$ cat config.mk
export PLATFORM = sky130hd
export DESIGN_NAME = root_local_arbiter
export DESIGN_NICKNAME = d
export VERILOG_FILES = /design/src/rtl/root_local_arbiter.sv
export SDC_FILE = /design/constraint.sdc
export NUM_CORES = 1
export LEC_CHECK = 0
export BUFFER_PORTS_ARGS = -buffer_cell sky130_fd_sc_hd__buf_2
export CAP_MARGIN = 15
export CORE_ASPECT_RATIO = 0.6
export CORE_MARGIN = 3
export CORE_UTILIZATION = 37
export CTS_CLUSTER_DIAMETER = 50
export DETAILED_ROUTE_END_ITERATION = 7
export PLACE_DENSITY = 0.67
export SYNTH_ARGS = -nofsm -noshare
export SYNTH_HDL_FRONTEND = slang
export SYNTH_SLANG_ARGS = --single-unit
$ cat constraint.sdc
create_clock -name clk -period 3.1 [get_ports clk]
set_clock_uncertainty 0.05 [all_clocks]
set_input_delay 0.155 -clock clk [delete_from_list [all_inputs] [get_ports clk]]
set_output_delay 0.155 -clock clk [all_outputs]
set_load 0.005 [all_outputs]
$ cat src/rtl/root_local_arbiter.sv
// root_local_arbiter
//   Shares the root router's LOCAL injection port between the write-request
//   and read-request flit sources. Round-robin with bounded bursts, a credit
//   counter mirroring free slots in the router's LOCAL input buffer, and a
//   registered flit output.
module root_local_arbiter #(
   parameter int FLIT_WIDTH  = 32,
   parameter int CREDIT_INIT = 4,
   parameter int MAX_BURST   = 2,
   localparam int CW         = $clog2(CREDIT_INIT + 1)
) (
   input  logic                  clk,
   input  logic                  rst,
   input  logic                  wr_flit_valid,
   input  logic [FLIT_WIDTH-1:0] wr_flit,
   output logic                  wr_flit_ready,
   input  logic                  rd_flit_valid,
   input  logic [FLIT_WIDTH-1:0] rd_flit,
   output logic                  rd_flit_ready,
   output logic                  out_data_valid,
   output logic [FLIT_WIDTH-1:0] out_data,
   input  logic                  downstream_credit,
   output logic [CW-1:0]         credit_cnt,
   output logic                  credit_err
);

   localparam int BW = (MAX_BURST > 1) ? $clog2(MAX_BURST) : 1;
   localparam logic [BW-1:0] BURST_LAST = BW'(MAX_BURST - 1);
   localparam logic [CW-1:0] CREDIT_FULL = CW'(CREDIT_INIT);

   typedef enum logic [1:0] {
      ST_IDLE = 2'd0,
      ST_WR   = 2'd1,
      ST_RD   = 2'd2
   } state_t;

   state_t                state_r;
   logic [BW-1:0]         burst_r;
   logic                  last_rd_r;      // 1: read path was served last
   logic [CW-1:0]         credit_cnt_r;
   logic                  credit_err_r;
   logic                  out_valid_r;
   logic [FLIT_WIDTH-1:0] out_data_r;

   logic credit_avail_s;
   logic wr_ready_s;
   logic rd_ready_s;
   logic wr_accept_s;
   logic rd_accept_s;
   logic send_s;

   // Ready depends only on state and credits, so only one source can ever be ready.
   always_comb begin
      credit_avail_s = (credit_cnt_r != {CW{1'b0}});
      wr_ready_s     = (state_r == ST_WR) && credit_avail_s;
      rd_ready_s     = (state_r == ST_RD) && credit_avail_s;
      wr_accept_s    = wr_flit_valid && wr_ready_s;
      rd_accept_s    = rd_flit_valid && rd_ready_s;
      send_s         = wr_accept_s || rd_accept_s;
   end

   // Arbitration FSM: picks a source in IDLE, then serves it for up to MAX_BURST flits.
   always_ff @(posedge clk) begin
      if (rst) begin
         state_r   <= ST_IDLE;
         burst_r   <= {BW{1'b0}};
         last_rd_r <= 1'b1;
      end else begin
         case (state_r)
            ST_IDLE: begin
               burst_r <= {BW{1'b0}};
               if (wr_flit_valid && rd_flit_valid) begin
                  state_r <= last_rd_r ? ST_WR : ST_RD;
               end else if (wr_flit_valid) begin
                  state_r <= ST_WR;
               end else if (rd_flit_valid) begin
                  state_r <= ST_RD;
               end else begin
                  state_r <= ST_IDLE;
               end
            end
            ST_WR: begin
               if (wr_accept_s && (burst_r == BURST_LAST)) begin
                  burst_r   <= {BW{1'b0}};
                  last_rd_r <= 1'b0;
                  state_r   <= rd_flit_valid ? ST_RD : ST_WR;
               end else if (!wr_flit_valid) begin
                  burst_r <= {BW{1'b0}};
                  state_r <= rd_flit_valid ? ST_RD : ST_IDLE;
               end else begin
                  // Credit stall leaves the burst count untouched.
                  burst_r <= burst_r + BW'(wr_accept_s);
               end
            end
            ST_RD: begin
               if (rd_accept_s && (burst_r == BURST_LAST)) begin
                  burst_r   <= {BW{1'b0}};
                  last_rd_r <= 1'b1;
                  state_r   <= wr_flit_valid ? ST_WR : ST_RD;
               end else if (!rd_flit_valid) begin
                  burst_r <= {BW{1'b0}};
                  state_r <= wr_flit_valid ? ST_WR : ST_IDLE;
               end else begin
                  burst_r <= burst_r + BW'(rd_accept_s);
               end
            end
            default: begin
               state_r <= ST_IDLE;
               burst_r <= {BW{1'b0}};
            end
         endcase
      end
   end

   // Output register: the accepted flit appears one cycle after acceptance; data holds when idle.
   always_ff @(posedge clk) begin
      if (rst) begin
         out_valid_r <= 1'b0;
         out_data_r  <= {FLIT_WIDTH{1'b0}};
      end else begin
         out_valid_r <= send_s;
         if (wr_accept_s) begin
            out_data_r <= wr_flit;
         end else if (rd_accept_s) begin
            out_data_r <= rd_flit;
         end else begin
            out_data_r <= out_data_r;
         end
      end
   end

   // Credit tracking: a send consumes a slot, a returned credit frees one; overflow is flagged sticky.
   always_ff @(posedge clk) begin
      if (rst) begin
         credit_cnt_r <= CREDIT_FULL;
         credit_err_r <= 1'b0;
      end else begin
         case ({send_s, downstream_credit})
            2'b10: credit_cnt_r <= credit_cnt_r - {{(CW-1){1'b0}}, 1'b1};
            2'b01: begin
               if (credit_cnt_r == CREDIT_FULL) begin
                  credit_err_r <= 1'b1;
               end else begin
                  credit_cnt_r <= credit_cnt_r + {{(CW-1){1'b0}}, 1'b1};
               end
            end
            default: credit_cnt_r <= credit_cnt_r;
         endcase
      end
   end

   assign wr_flit_ready  = wr_ready_s;
   assign rd_flit_ready  = rd_ready_s;
   assign out_data_valid = out_valid_r;
   assign out_data       = out_data_r;
   assign credit_cnt     = credit_cnt_r;
   assign credit_err     = credit_err_r;

endmodule
# [Yosys cells after proc, flatten, opt, wreduce, memory -nomap -nowiden]
# Index checks and enable logic that the tools add are counted.
[word_totals] regBits=41 in_bits=69 wordCells=62 output_inout_bits=39
[op_classes] n_reduce_logical=17 add_sub_neg=4 muxes=24 n_eq_ne=10
[ops] op="2-to-1 mux 32 bit" n=2
[ops] op="2-to-1 mux 2 bit" n=10
[ops] op="logical AND 1 bit" n=7
[ops] op="2-to-1 mux 1 bit" n=7
[ops] op="!= test 3 x 2 -> 1 bit (second input constant)" n=2
[ops] op="one-hot mux 2 bit (3 select lines)" n=1
[ops] op="one-hot mux 3 bit (2 select lines)" n=1
[ops] op="AND reduction 2 bit" n=3
[ops] op="nonzero test 2 bit" n=3
[ops] op="equality test 2 x 1 -> 1 bit (second input constant)" n=2
[ops] op="equality test 2 bit (second input constant)" n=2
[ops] op="!= test 2 x 1 -> 1 bit (second input constant)" n=2
[ops] op="one-hot mux 1 bit (2 select lines)" n=2
[ops] op="adder 3 x 1 -> 3 bit (second input constant)" n=1
[ops] op="equality test 3 bit (second input constant)" n=1
[ops] op="2-to-1 mux 3 bit" n=1
[ops] op="AND reduction 3 bit" n=1
[ops] op="nonzero test 3 bit" n=1
[ops] op="subtractor 3 x 1 -> 3 bit (second input constant)" n=1
[ops] op="adder 1 bit" n=2
[ops] op="logical NOT 2 bit" n=1
[ops] op="!= test 2 bit (second input constant)" n=1
[ops] op="logical OR 1 bit" n=1

# [Longest topological paths before layout]
[depth] word_depth=7 mapped_depth=11

# [Worst setup path after synthesis]
# OpenSTA, ideal clock, no wires.
[synth_path] path_kind="register -> register" startpoint="register state_r[1]" endpoint="register credit_cnt_r[2] (netlist: credit_cnt[2])" n_path_buf=0 path_stages_with_launch=9 setup_ns=0.079 arrival_time_ns=2.299 t_required_ns=2.971 period_less_slack_ns=2.428 setup_slack_ns=0.672 path_cell_list="dfxtp_1 > inv_1 > ha_1 > a22oi_1 > o21ai_0 > fa_1 > or3_1 > o31a_1 > o211ai_1"
[synth_via] elab_chain_cells=7 elab_cells_between_ends=13 cone_classes="5 x eq/ne; 1 x mux; 7 x reduce/logical"
[synth_rtl] element="start, declared" line="37" rtl="state_t state_r;"
[synth_rtl] element="start signal, assigned" line="73" rtl="state_r <= last_rd_r ? ST_WR : ST_RD;"
[synth_rtl] element="start signal, assigned" line="86" rtl="state_r <= rd_flit_valid ? ST_RD : ST_WR;"
[synth_rtl] element="start signal, assigned" line="89" rtl="state_r <= rd_flit_valid ? ST_RD : ST_IDLE;"
[synth_rtl] element="equality test 2 x 1 -> 1 bit or equality test 2 bit (tied branches)" line="55, 56"
[synth_rtl] element="logical AND 1 bit (on tied branches)" line="55, 56"
[synth_rtl] element="logical AND 1 bit (on tied branches)" line="57, 58"
[synth_rtl] element="logical OR 1 bit (*)" line="59" rtl="send_s = wr_accept_s || rd_accept_s;"
[synth_rtl] element="equality test 2 x 1 -> 1 bit or equality test 2 bit (tied branches)" line="138" rtl="case ({send_s, downstream_credit})"
[synth_rtl] element="!= test 2 bit (no source line) or nonzero test 2 bit (tied branches)"
[synth_rtl] element="AND reduction 2 bit (no source line)"
[synth_rtl] element="end signal, assigned" line="139" rtl="2'b10: credit_cnt_r <= credit_cnt_r - {{(CW-1){1'b0}}, 1'b1};"
[synth_rtl] element="end signal, assigned" line="144" rtl="credit_cnt_r <= credit_cnt_r + {{(CW-1){1'b0}}, 1'b1};"
[synth_rtl] element="end signal, assigned" line="147" rtl="default: credit_cnt_r <= credit_cnt_r;"
[synth_rtl] element="end, declared" line="40" rtl="logic [CW-1:0] credit_cnt_r;"
# Mark *: on every way between the ends. The rest lies on a longest branch, timed or not.
# A chain may end at the register's enable or synchronous reset.

# [Final worst setup path]
[layout_path] startpoint="register state_r[0]" endpoint="register credit_cnt_r[2] (netlist: credit_cnt[2])"
# The elaborated chain is that of the path after synthesis.

==> out/results.ini <==
[synth]
yosys.area.top_type=dfxtp_1
ys_seq_area_share_pct=38.9
synth_area_mm2=0.00211
async_flop_share_pct=0
synth_warnings=0
ys.flop_type=dfxtp_1
avgSynthCellArea_um2=9.56
ys_types=45
synth_nets=298
synth_top_area_share_pct=38.9
synth_cells=221
synth_edf_count=0
synthTopCellsByArea=dfxtp_1 39%, mux2i_1 15%, a211oi_1 12%
synth_seq_cells=41

[worst_setup_path]
r2r_cells=9
arrival_ps=2640
crit_fanout=8
r2r_slack_ps=630
startpoint=state_r[0]
r2r_end=credit_cnt[2]
crit_required_ps=3260
crit_path_end_kind=flip-flop
regToRegStartpoint=state_r[0]
cp-start-kind=flip-flop
crit_type=reg2reg

[cts]
clock_path_buffers=2
htree_levels=2
cts_resized=0
clk-insertion-delay-late_ps=290
cts.clk_slew.worst_paths_ps=80
cts_setup_buffers=0
cts_tree=done
cts_hold_buffers=0
clkSinkCount=41
numCtsBuffers=5
cts-root-buf=clkbuf_8

[floorplanning]
dieArea_mm2=0.00668
die_w_um=104
rows=20
ios=108
floorplan.initialDensity_pct=40.0
core_area_mm2=0.00528
die_h_um=64.5

[drt]
dr_wl_met2_um=2210
first_pass_iters=4
ant_nets=0
drc=0
routedWlPerCell_um=13.3
initialDrtViolationCount=103
vias_per_cell=4.96
wirelength_um=5290
top_layer=met4
wl_met3_um=429
wl_met1_um=2600
num_vias=1973

[global_route]
grt_overflow=0
antenna_found_initial=0
grt_usage_pct=15.6
grt_pass1_wl_um=8540
grt_pass1_vias=1817
grt_max_degree=65

[power]
powerDensity_mw_per_mm2=513
leakage_nw=1.49
peakVddDrop_mv=0.184

[sta]
period_share_pct=79.8
slew_headroom_pct=46.9
period_needed_ps=2470
tns_ps=0
hold_violations=0
tightest_slew_ps=797
drv_slew=0
setup_viol=0
grt_setup_unrepaired=no
fmax_mhz=404
worst_slack_ps=626

[layout]
final_util_pct=52.1
fillers=519
final_area_mm2=0.00275
areaGrowthSynthToFinish_pct=30.3
nets=397
num_antenna_cells=0
seq_area_um2=821
multi_input_area_mm2=0.00114
drive_gt1_share_pct=38.3

[outcome]
status=complete, no violations

[placement]
port_buffers=107
place_ws_ps=656
dpl.hpwl_um=3840
place.gp.congestion=0.821
placed_cell_area_mm2=0.00264

[worst_hold_path]
hold_end=out_data[15]
min_from=wr_flit[15]
holdPathStages=3
min_path_type=in2reg

[flow_run]
maxCapViolCount=0

cells in the mapped netlist, types with 3 or more instances:
cell type	instances
dfxtp_1	41
nor2_1	37
a211oi_1	33
mux2i_1	32
clkbuf_1	8
ha_1	7
a21oi_1	4
buf_2	4
inv_1	4
nand2_1	4
buf_12	3
power breakdown:
group	switching [W]	total (W)	leakage, nW	internal (W)
clock network	0.000179	0.000442	0.0585	0.000263
logic	0.000163	0.000337	1.10	0.000174
registers	0.0000459	0.000633	0.335	0.000587
total	0.000389	0.00141	1.49	0.00102
worst max-delay path by stage:
| stage | endpoint | slack (ps) | cells after the start |
|---|---|---|---|
| after global routing | credit_cnt[2] | 480 | 9 |
| after CTS | credit_cnt[2] | 640 | 9 |
| final | credit_cnt[2] | 630 | 9 |
| after floorplan | credit_cnt[2] | 670 | 8 |
| after global placement | credit_cnt[2] | 720 | 9 |
| after detailed placement | credit_cnt[2] | 660 | 9 |
per-layer routing:
layer | up-vias | track usage (%)
li1 | 1004 | -
met1 | 889 | 20.5
met2 | 75 | 24.7
met3 | 5 | 5.07
met4 | 0 | 4.48
met5 | - | 0
stage by stage:
stage | power, W | hold WS, ps | instances
6_report | 0.00141 | 95.2 | 398
5_1_grt | 0.00150 | 89.6 | 398
4_1_cts | 0.00143 | 86.4 | 398
3_5_place_dp | 0.000982 | 400 | 390
3_3_place_gp | 0.000977 | 395 | 390
2_1_floorplan | 0.000853 | 288 | 221
layout make-up:
class                   count  area share, %
clock buffers               7           3.14
inverters                   5          0.682
well taps                  77           3.50
multi-input cells         157           41.5
clock inverters             1           1.09
repair buffers            110           20.3
flip-flops and latches     41           29.8
worst max-delay path: stages (launching register included):
cell and delay, ps:
dfxtp_1 390, inv_1 80, ha_1 280, a22oi_1 180, buf_4 180, o21ai_0 100
fa_1 420, or3_1 410, o31a_1 250, o211ai_1 70
sequential cells by signal (all words and copies together) (netlist names):
register,cells
burst_r,1
state_r,2
out_data,32
credit_cnt,3
out_data_valid,1
credit_err,1
last_rd_r,1
cells in the final DEF (no fill, tap or decap), types with 3 or more instances in the layout:
cell / Yosys / layout
a211oi_1: 33 / 33
inv_1: 4 / 4
clkbuf_8: 0 / 6
a21oi_1: 4 / 4
mux2i_1: 32 / 32
ha_1: 7 / 7
dfxtp_1: 41 / 41
nor2_1: 37 / 37
nand2_1: 4 / 4
buf_4: 0 / 3
buf_2: 4 / 107
cells by family (layout without fill, tap and decap cells):
logic type	after synthesis	in the layout	share of synthesized area, %
mux	32	32	15.2
fa+ha+maj	8	8	5.09
compound gates	57	57	19.8
simple gates	58	58	13.2
xor+xnor	2	2	0.830
buf+inv	23	123	7.05
flops	41	41	38.9
Power figures use the tool's default switching activity.
